--- config.mk ---
export PLATFORM = sky130hd
export DESIGN_NAME = barcode_tx_flat
export DESIGN_NICKNAME = d
export VERILOG_FILES = /design/src/rtl/barcode_tx_if.sv /design/src/rtl/barcode_tx.sv /design/src/flat_wrapper.sv
export SDC_FILE = /design/constraint.sdc
export NUM_CORES = 1
export LEC_CHECK = 0
export CAP_MARGIN = 20
export CORE_ASPECT_RATIO = 1.2
export CORE_MARGIN = 5
export CORE_UTILIZATION = 60
export CTS_BUF_LIST = sky130_fd_sc_hd__clkbuf_4
export CTS_CLUSTER_DIAMETER = 80
export CTS_CLUSTER_SIZE = 28
export DETAILED_ROUTE_END_ITERATION = 12
export GPL_ROUTABILITY_DRIVEN = 0
export MAX_ROUTING_LAYER = met4
export PLACE_DENSITY = 0.8
export RECOVER_POWER = 100
export SETUP_SLACK_MARGIN = 0.5
export SYNTH_ARGS = -nofsm -noshare
export SYNTH_HDL_FRONTEND = slang
export SYNTH_SLANG_ARGS = --single-unit
--- constraint.sdc ---
create_clock -name clk -period 4.64 [get_ports clk]
set_input_delay 0.696 -clock clk [delete_from_list [all_inputs] [get_ports clk]]
set_output_delay 0.696 -clock clk [all_outputs]
set_load 0.01 [all_outputs]
--- src/rtl/barcode_tx_if.sv ---
// Barcode transmitter bus: request/configuration from the host, serial line
// and status back to it.
interface barcode_tx_if;
    logic        send;
    logic [7:0]  station_ID;
    logic [21:0] period;
    logic        BC;
    logic        busy;
    logic        done;

    // Host side: issues requests, watches the line and status.
    modport master (
        output send, station_ID, period,
        input  BC, busy, done
    );

    // Transmitter side.
    modport slave (
        input  send, station_ID, period,
        output BC, busy, done
    );
endinterface

--- src/rtl/barcode_tx.sv ---
// Barcode transmitter: serialises an 8-bit station ID MSB first. Each bit
// occupies a window of P clocks, low for Q (bit '1') or 3*Q (bit '0') clocks
// and high for the remainder, where Q = P/4 and P is at least 16.
module barcode_tx (
    input  logic          clk,
    input  logic          rst,
    barcode_tx_if.slave   bus
);
    localparam logic [21:0] MIN_PERIOD = 22'd16;

    typedef enum logic [1:0] {
        IDLE,
        LOW,
        HIGH
    } state_t;

    state_t      state, state_next;
    logic [21:0] win_cnt, win_cnt_next;
    logic [21:0] p_len, p_len_next;
    logic [7:0]  shift, shift_next;
    logic [2:0]  bit_cnt, bit_cnt_next;
    logic        bc_q, bc_next;
    logic        done_q, done_next;

    logic [21:0] quarter;
    logic [21:0] low_len;

    // Q <= 2^20-1, so 3*Q still fits in 22 bits.
    assign quarter = p_len >> 2;
    assign low_len = shift[7] ? quarter : (quarter << 1) + quarter;

    assign bus.BC   = bc_q;
    assign bus.busy = (state != IDLE);
    assign bus.done = done_q;

    // Next-state, datapath and registered-output decisions for the frame FSM.
    always_comb begin
        // NOTE: every target gets a default first so no path can infer a latch.
        state_next   = state;
        win_cnt_next = win_cnt;
        p_len_next   = p_len;
        shift_next   = shift;
        bit_cnt_next = bit_cnt;
        bc_next      = 1'b1;
        done_next    = 1'b0;

        case (state)
            IDLE: begin
                if (bus.send) begin
                    shift_next   = bus.station_ID;
                    p_len_next   = (bus.period < MIN_PERIOD) ? MIN_PERIOD : bus.period;
                    bit_cnt_next = 3'd0;
                    win_cnt_next = 22'd0;
                    state_next   = LOW;
                    bc_next      = 1'b0;
                end
            end

            LOW: begin
                win_cnt_next = win_cnt + 22'd1;
                bc_next      = 1'b0;
                if (win_cnt == low_len - 22'd1) begin
                    state_next = HIGH;
                    bc_next    = 1'b1;
                end
            end

            HIGH: begin
                win_cnt_next = win_cnt + 22'd1;
                if (win_cnt == p_len - 22'd1) begin
                    if (bit_cnt == 3'd7) begin
                        state_next = IDLE;
                        done_next  = 1'b1;
                    end else begin
                        state_next   = LOW;
                        win_cnt_next = 22'd0;
                        shift_next   = {shift[6:0], 1'b0};
                        bit_cnt_next = bit_cnt + 3'd1;
                        bc_next      = 1'b0;
                    end
                end
            end

            default: state_next = IDLE;
        endcase
    end

    // State and datapath registers with synchronous reset.
    always_ff @(posedge clk) begin
        // NOTE: non-blocking assignments so every register samples pre-edge values.
        if (rst) begin
            state   <= IDLE;
            win_cnt <= '0;
            p_len   <= '0;
            shift   <= '0;
            bit_cnt <= '0;
            bc_q    <= 1'b1;
            done_q  <= 1'b0;
        end else begin
            state   <= state_next;
            win_cnt <= win_cnt_next;
            p_len   <= p_len_next;
            shift   <= shift_next;
            bit_cnt <= bit_cnt_next;
            bc_q    <= bc_next;
            done_q  <= done_next;
        end
    end
endmodule

--- src/flat_wrapper.sv ---
// flat-port wrapper written by rule: the top's interface ports become plain ports
module barcode_tx_flat 
  (clk, rst, bus_send, bus_station_ID, bus_period, bus_BC, bus_busy, bus_done);
  barcode_tx_if bus_i ();
  input  logic clk;
  input  logic rst;
  input wire logic [$bits(bus_i.send)-1:0] bus_send;
  input wire logic [$bits(bus_i.station_ID)-1:0] bus_station_ID;
  input wire logic [$bits(bus_i.period)-1:0] bus_period;
  output wire logic [$bits(bus_i.BC)-1:0] bus_BC;
  output wire logic [$bits(bus_i.busy)-1:0] bus_busy;
  output wire logic [$bits(bus_i.done)-1:0] bus_done;
  assign bus_i.send = bus_send;
  assign bus_i.station_ID = bus_station_ID;
  assign bus_i.period = bus_period;
  assign bus_BC = bus_i.BC;
  assign bus_busy = bus_i.busy;
  assign bus_done = bus_i.done;
  barcode_tx u_core (.clk(clk), .rst(rst), .bus(bus_i));
endmodule
; ---- Yosys cells after proc, flatten, opt, wreduce, memory -nomap -nowiden
; Index checks and enable logic that the tools add are counted.
[word_totals]
word_cells = 57
regBits = 59
out_inout_bits = 3
[classes]
eq_ne = 9
addsub = 5
n_reduce_logical = 9
magnitude_cmp = 1
mux = 24
n_bitwise = 2
[op_table]
columns = operator, count
row1 = $mux W22, 5
row2 = $pmux W22 S3, 1
row3 = $eq A22 B22 Y1, 2
row4 = $sub A22 B1 Y22 const B, 2
row5 = $mux W8, 3
row6 = $add A21 B20 Y22, 1
row7 = $add A22 B1 Y22 const B, 1
row8 = $lt A22 B5 Y1 const B, 1
row9 = $pmux W8 S2, 1
row10 = $mux W3, 3
row11 = $mux W2, 3
row12 = $pmux W2 S3, 1
row13 = $pmux W3 S2, 1
row14 = $mux W1, 5
row15 = $ne A2 B1 Y1 const B, 2
row16 = $ne A2 B2 Y1 const B, 2
row17 = $reduce_and A2 Y1, 2
row18 = $reduce_and A4 Y1, 1
row19 = $reduce_bool A2 Y1, 2
row20 = $add A3 B1 Y3 const B, 1
row21 = $eq A3 B3 Y1 const B, 1
row22 = $pmux W1 S3, 1
row23 = $reduce_and A3 Y1, 1
row24 = $reduce_bool A3 Y1, 1
row25 = other kinds (5), 6

; ---- Longest topological paths before layout
; Gate-level depths: netlist of the first run.
[depth]
depth_word = 6
ltp_mapped = 16
ltp_nobuf = 15

; ---- Least setup slack after synthesis of the first run
; OpenSTA, ideal clock, no wires.
[synth_path]
kind = flip-flop to flip-flop
start = register u_core.p_len[3]
end = register u_core.state[0]
slack_ps = 810
path_buffers = 0
period_less_slack_ps = 3830
setup_ps = 122
t_arrival_ps = 3708
stages_incl_launch_ff = 15
cell_sequence = dfxtp_1 ha_1 inv_1 fa_1 or3b_1 a21oi_1 nand2_1 a211oi_2 and4_1 nand2b_1 or4_1 a21o_1 a2111oi_4 a2111oi_0 nand3b_1
[synth_via]
elab_chain_cells = 6
elab_cells_between_ends = 9
classes_between = 3 x add/sub / 4 x eq/ne / 1 x mux / 1 x reduce/logical
[synth_lines]
columns = element, line
row1 = start: declaration, barcode_tx.sv:19  ; logic [21:0] p_len, p_len_next;
row2 = start signal: assignment, barcode_tx.sv:102  ; p_len <= p_len_next;
row3 = $add A21 B20 Y22, barcode_tx.sv:30  ; assign low_len = shift[7] ? quarter : (quarter << 1) + quarter;
row4 = $mux W22, barcode_tx.sv:30
row5 = $sub A22 B1 Y22, barcode_tx.sv:62  ; if (win_cnt == low_len - 22'd1) begin
row6 = $eq A22 B22 Y1, barcode_tx.sv:62
row7 = $ne A2 B1 Y1 (no source line), --
row8 = $reduce_and A3 Y1 (no source line) *, --
row9 = end signal: assignment, barcode_tx.sv:100  ; state <= state_next;
row10 = end: declaration, barcode_tx.sv:17  ; state_t state, state_next;
; Every way passes the cells marked *; elsewhere a longest branch is shown, timed or not.
; A chain may end at the register's enable or synchronous reset.

; ---- Final worst setup path of the first run
[layout_path]
start = register u_core.p_len[4]
end = register u_core.shift[2]
[layout_via]
elab_chain_cells = 4
[layout_lines]
columns = element, line
row1 = $sub A22 B1 Y22, barcode_tx.sv:70  ; if (win_cnt == p_len - 22'd1) begin
row2 = $eq A22 B22 Y1, barcode_tx.sv:70
row3 = $ne A2 B1 Y1 (no source line), --
row4 = $reduce_and A4 Y1 (no source line), --
row5 = end signal: assignment, barcode_tx.sv:103  ; shift <= shift_next;
row6 = end: declaration, barcode_tx.sv:20  ; logic [7:0] shift, shift_next;
; No other way between the ends.

==> metrics.yaml, run 1 <==
clock_tree:
  h-tree-depth: 3
  cts_tree: "built"
  clock_latency_ps: 410
  cts.sinks: 59
  cts_buffer_depth: 2
  cts_root_buf: "clkbuf_4"
  cts_made_buffers: 9
  clk_pin_slew_worst_paths_ps: 90
floorplanning:
  io_pins: 36
  start_util: 0.613
  dieArea_um2: 12400
  coreArea_um2: 10000
  die_y_um: 121
  fp.dieW_um: 102
  row_count: 40
detailed_routing:
  ant_nets: 0
  dr.pass1.iters: 7
  drtIter0Drc: 803
  wirelength_um: 20100
  vias: 6703
  vias_per_cell: 6.82
  wire_per_inst_um: 20.4
  drc: 0
synth:
  synth_top_area_cell: "dfxtp_1"
  synth_fp_nets: 887
  synth.avg_cell_area_um2: 7.65
  synthCells: 802
  yosysMostFrequentCell: "nand2_1"
  synth_top_area_frac: 0.193
  ys_ff_latch: 59
  synth-edff-count: 0
  synth.distinct_cells: 88
  yosys-top-cells-count: "nand2_1, nor2_1, a21oi_1, dfxtp_1, ha_1"
  netlist_area_um2: 6130
  synth_warnings: 0
  synth_ff_type: "dfxtp_1"
  yosys-top-cells-area: "dfxtp_1, ha_1, xnor2_1, a21oi_1, nand2_1"
  async_reset_ff_frac: 0
  seq_area_frac_synth: 0.193
place:
  port_buffers: 35
  hpwl_um: 13700
pwr:
  ir_worst_vdd_mv: 0.328
  swShare: 0.471
  finalPower_mw: 2.70
  switchingPower_mw: 1.28
  p_clk_frac: 0.122
  p_int_mw: 1.43
  p_comb_frac: 0.652
  seq_power_share: 0.226
  p_per_area_nw_per_um2: 369
  p_leak_nw: 2.83
sta:
  relSlewSlack: 0.258
  rsz0062_at_grt: "yes"
  slew_violations: 0
  finalSetupViolations: 0
  max_freq_ghz: 0.232
  fin_setup_tns_ps: 0
  worstMarginPinSlew_ps: 1110
  fin_crit_ps: 4310
  hold_violations: 0
  min_period_over_period: 0.928
  finClkSkew_ps: 16.5
grt:
  grt_pass1_vias: 5972
  grt_usage: 0.298
  grt_first_pass_wirelength_um: 29000
  gr-total-overflow: 0
  antenna_found_initial: 0
  grt_max_degree: 62
worst_setup_path:
  crit_path_start_kind: "flop"
  end_kind: "flop"
  cp_data_required_time_ps: 4890
  arrival_ps: 4550
  worstPathMaxFanout: 13
  path_class: "flop to flop"
cells_and_area:
  multi_input_area_um2: 4980
  diodes: 0
  fillers: 734
  syn_to_final_growth_pct: 19.5
  register_area_um2: 1200
  drive_gt1_frac: 0.179
  nets: 939
min_path:
  hp-class: "flop to flop"
job:
  max-cap-violations: 0
outcome:
  status: "completed"
[routing by layer]
layer,up-vias,part of all wire,routed length [um],global-route usage
met5,-,0,0,-
met4,0,0.053,1070,0.126
met3,133,0.090,1810,0.0415
met2,450,0.47,9400,0.476
met1,3106,0.39,7800,0.373
li1,3014,-,-,-
[cells by family after synthesis]
family	after synthesis	share of synthesized area
simple gates	315	0.274
compound gates	212	0.245
buf+inv	80	0.0541
xor+xnor	66	0.0943
flops	59	0.193
fa+ha+maj	52	0.107
mux	18	0.0322
[flip-flops by register name, summed over array words and instances (netlist names)]
register and flops:
u_core.p_len 22, u_core.win_cnt 22, u_core.shift 8, u_core.bit_cnt 3, u_core.state 2, u_core.bus.BC 1
u_core.bus.done 1
[worst paths after layout]
check | from | end | slack (ps) | depth (start not counted)
worst max-delay path | u_core.p_len[4]$_SDFFE_PP0P_ | u_core.shift[2]$_SDFFE_PP0P_ | 330 | 15
worst min-delay path | u_core.shift[1]$_SDFFE_PP0P_ | u_core.shift[1]$_SDFFE_PP0P_ | 490 | 2
worst max register to register | u_core.p_len[4]$_SDFFE_PP0P_ | u_core.shift[2]$_SDFFE_PP0P_ | 330 | 15
worst min register to register | u_core.shift[1]$_SDFFE_PP0P_ | u_core.shift[1]$_SDFFE_PP0P_ | 490 | 2
[critical path: stages, from the launching register on]
cell and delay, ps:
dfxtp_4 380, clkinvlp_4 110, buf_6 100, ha_1 160
nor4b_2 290, and3_1 300, and3_1 290, xnor2_1 140
nand2_1 150, or4_1 520, or4_1 570, o21ai_2 230
o21ai_0 340, clkbuf_2 330, a21oi_1 190, nor2_1 50
[cells in the final DEF (no fill, tap or decap), drive strengths merged, types with 11 or more instances in the layout]
| master | n |
|---|---|
| and3 | 26 |
| a211oi | 11 |
| nor3b | 11 |
| xor2 | 23 |
| o211ai | 13 |
| nand2 | 79 |
| dfxtp | 59 |
| mux2i | 17 |
| nand3 | 18 |
| inv | 36 |
| nand4 | 11 |
| ha | 51 |
| a21oi | 63 |
| buf | 48 |
| nor2 | 67 |
| nor3 | 18 |
| clkdlybuf4s50 | 30 |
| xnor2 | 43 |
| o21ai | 43 |
| nor2b | 15 |
[power by group through the flow]
stage / combinational (mW) / sequential (mW) / clock [mW]
2_1_floorplan: 1.04 / 0.602 / 0
3_3_place_gp: 1.30 / 0.612 / 0
3_5_place_dp: 1.36 / 0.614 / 0
4_1_cts: 1.40 / 0.605 / 0.334
5_1_grt: 1.86 / 0.616 / 0.364
6_report: 1.76 / 0.611 / 0.331
[metrics by stage]
stage	setup WS (ps)	cell area (um2)	hold WS (ps)	std cells	util
finish	335	7330	492	983	0.732
global route	142	7330	536	983	0.732
CTS	504	6770	499	953	0.677
detailed placement	237	6550	479	935	0.655
global placement	358	6550	464	935	0.655
floorplan	810	6130	454	802	-
[what timing repair did]
item                                    4_1_cts  5_1_grt
pin swaps                                     6       25
gates resized for setup                      24       68
hold buffers                                  0        0
endpoints found under the hold margin         0        0
buffers inserted                              4       30
endpoints found under the setup margin        3       32
[layout make-up]
cell class,count,share of cell area
clock buffers,9,0.00922
repair buffers,83,0.0997
multi-input cells,663,0.679
clock inverters,5,0.00632
flip-flops and latches,59,0.164
inverters,38,0.0201
well taps,126,0.0215
No activity file was read; power rests on OpenSTA's default activity.
==> run 2: changes to the inputs <==
--- a/config.mk
+++ b/config.mk
@@ -9,7 +9,6 @@
 export CORE_ASPECT_RATIO = 1.2
 export CORE_MARGIN = 5
 export CORE_UTILIZATION = 60
-export CTS_BUF_LIST = sky130_fd_sc_hd__clkbuf_4
 export CTS_CLUSTER_DIAMETER = 80
 export CTS_CLUSTER_SIZE = 28
 export DETAILED_ROUTE_END_ITERATION = 12
==> run 2 against run 1 <==
Design area increased by 1.2%. Sequential share of layout area down 0.25 points. Sequential cell count unchanged. Clock power increased by 100%. Die area unchanged. Total power rose by 9.1%. Count of clock-buffer cells in the layout increased by 3. Cell count is 0.51% lower. Critical endpoint unchanged.
==> metrics.yaml, run 2 (same netlist as run 1, synthesis figures left out) <==
outcome:
  status: "completed"
sta:
  slew_violations: 0
  finClkSkew_ps: 6.16
  fin_crit_ps: 4250
  min_period_over_period: 0.917
  hold_ws_ps: 491
  rsz0062_at_grt: "yes"
  max_freq_ghz: 0.235
  finalSetupViolations: 0
  hold_violations: 0
  worstMarginPinSlew_ps: 1010
  relSlewSlack: 0.326
  fin_setup_tns_ps: 0
cells_and_area:
  layout_common_cells: "nand2_1, nor2_1, a21oi_1"
  multi_input_area_um2: 4930
  syn_to_final_growth_pct: 21.0
  register_area_um2: 1200
  top_regs: "u_core.p_len (22), u_core.win_cnt (22), u_core.shift (8)"
  drive_gt1_frac: 0.164
  diodes: 0
  nets: 934
  layout_commonest_cell: "nand2_1"
  fillers: 711
detailed_routing:
  wire_per_inst_um: 20.3
  drtIter0Drc: 733
  drc: 0
  wirelength_um: 19900
  ant_nets: 0
  vias: 6601
  dr.pass1.iters: 5
  vias_per_cell: 6.75
floorplanning:
  die_y_um: 121
  start_util: 0.613
  dieArea_um2: 12400
  fp.dieW_um: 102
  row_count: 40
  io_pins: 36
  coreArea_um2: 10000
clock_tree:
  cts_tree: "built"
  clk_pin_slew_worst_paths_ps: 50
  cts_root_buf: "clkbuf_16"
  cts_buffer_depth: 2
  h-tree-depth: 3
  cts.sinks: 59
  cts_hold_buffers: 0
  clock_latency_ps: 330
  cts_made_buffers: 9
min_path:
  hp-class: "flop to flop"
  min_to: "u_core.shift[3]$_SDFFE_PP0P_"
  whs_path_depth: 2
  min_from: "u_core.shift[3]$_SDFFE_PP0P_"
worst_setup_path:
  cp_cell_sequence: "inv_1 -> ha_1 -> and3_1 -> nand4_1 -> o31ai_2 -> nand4_1 -> or4_1 -> or4_1 -> o21ai_2 -> o21ai_0 -> buf_4 -> a21oi_1 -> nor2_1"
  end_kind: "flop"
  arrival_ps: 4470
  r2r_cells: 13
  r2r-end: "u_core.shift[2]$_SDFFE_PP0P_"
  worst_path_max_delay_cell: "or4_1"
  crit_family: "simple AND/OR/NAND/NOR gates"
  crit_start: "u_core.p_len[3]$_SDFFE_PP0P_"
  path_class: "flop to flop"
  worstPathMaxFanout: 13
  path_buf_inv: 2
  r2r_setup_slack_ps: 390
  cpPeakStageDelay_ps: 590
  cp_data_required_time_ps: 4860
  crit_path_start_kind: "flop"
  reg2reg_from: "u_core.p_len[3]$_SDFFE_PP0P_"
pwr:
  swShare: 0.428
  ir_worst_vdd_mv: 0.331
  p_clk_frac: 0.227
  p_int_mw: 1.69
  p_leak_nw: 2.88
  p_comb_frac: 0.565
  p_per_area_nw_per_um2: 398
  switchingPower_mw: 1.26
  seq_power_share: 0.208
place:
  hpwl_um: 13700
  port_buffers: 35
grt:
  grt_usage: 0.305
  antenna_found_initial: 0
  grt_pass1_vias: 6116
  grt_max_degree: 62
  grt_first_pass_wirelength_um: 29600
  gr-total-overflow: 0
job:
  max-cap-violations: 0
## run 2: cell types whose count changed in the layout (fill, tap and decap cells not counted), moves of 3 or more
| cell | change |
|---|---|
| clkbuf_16 | +9 |
| clkbuf_4 | -9 |
| clkbuf_8 | +3 |
| clkinv_1 | -3 |
| a211oi_2 | +4 |
## run 2: per-stage QoR
| step | total power, mW | worst slack, ps | instance area [um2] | std cells | utilization |
|---|---|---|---|---|---|
| 6_report | 2.95 | 385 | 7420 | 978 | 0.741 |
| 5_1_grt | 3.10 | 260 | 7420 | 978 | 0.741 |
| 4_1_cts | 2.67 | 499 | 6940 | 953 | 0.694 |
| 3_5_place_dp | 1.97 | 237 | 6550 | 935 | 0.655 |
| 3_3_place_gp | 1.91 | 358 | 6550 | 935 | 0.655 |
| 2_1_floorplan | 1.64 | 810 | 6130 | 802 | - |
## run 2: metal layers
metal | share of wire | GRT usage | routed length [um]
met5 | 0 | - | 0
met4 | 0.049 | 0.150 | 973
met3 | 0.080 | 0.0473 | 1600
met2 | 0.48 | 0.483 | 9460
met1 | 0.39 | 0.376 | 7830
## run 2: cell type report
class,count,area share
multi-input cells,663,0.664
clock inverters,2,0.00472
well taps,126,0.0212
clock buffers,12,0.0359
flip-flops and latches,59,0.162
inverters,38,0.0197
repair buffers,78,0.0927
## run 2: timing repair
action	in CTS	in global routing
buffers inserted	4	24
setup endpoints to repair	5	25
gates resized for setup	20	54
pin swaps	6	27
## run 2: power by group through the flow
| stage | clock network [mW] | logic (mW) | registers, mW |
|---|---|---|---|
| final | 0.671 | 1.67 | 0.613 |
| after global routing | 0.704 | 1.77 | 0.617 |
| after CTS | 0.674 | 1.39 | 0.606 |
| after detailed placement | 0 | 1.36 | 0.614 |
| after global placement | 0 | 1.30 | 0.612 |
| after floorplan | 0 | 1.04 | 0.602 |
## run 2: worst max path at each step
| stage | to | slack, ps | cells past startpoint |
|---|---|---|---|
| after floorplan | u_core.state[0]$_SDFFE_PP0P_ | 810 | 14 |
| after global placement | u_core.state[0]$_SDFFE_PP0P_ | 360 | 15 |
| after detailed placement | u_core.state[0]$_SDFFE_PP0P_ | 240 | 15 |
| after CTS | u_core.state[0]$_SDFFE_PP0P_ | 500 | 15 |
| after global routing | u_core.shift[2]$_SDFFE_PP0P_ | 260 | 13 |
| final | u_core.shift[2]$_SDFFE_PP0P_ | 390 | 13 |
## run 2: worst min-delay path, delay by kind of cell, from the launching register on
family | cells | cell delay (ps)
simple gates | 1 | 70
flops | 1 | 320
compound gates | 1 | 60
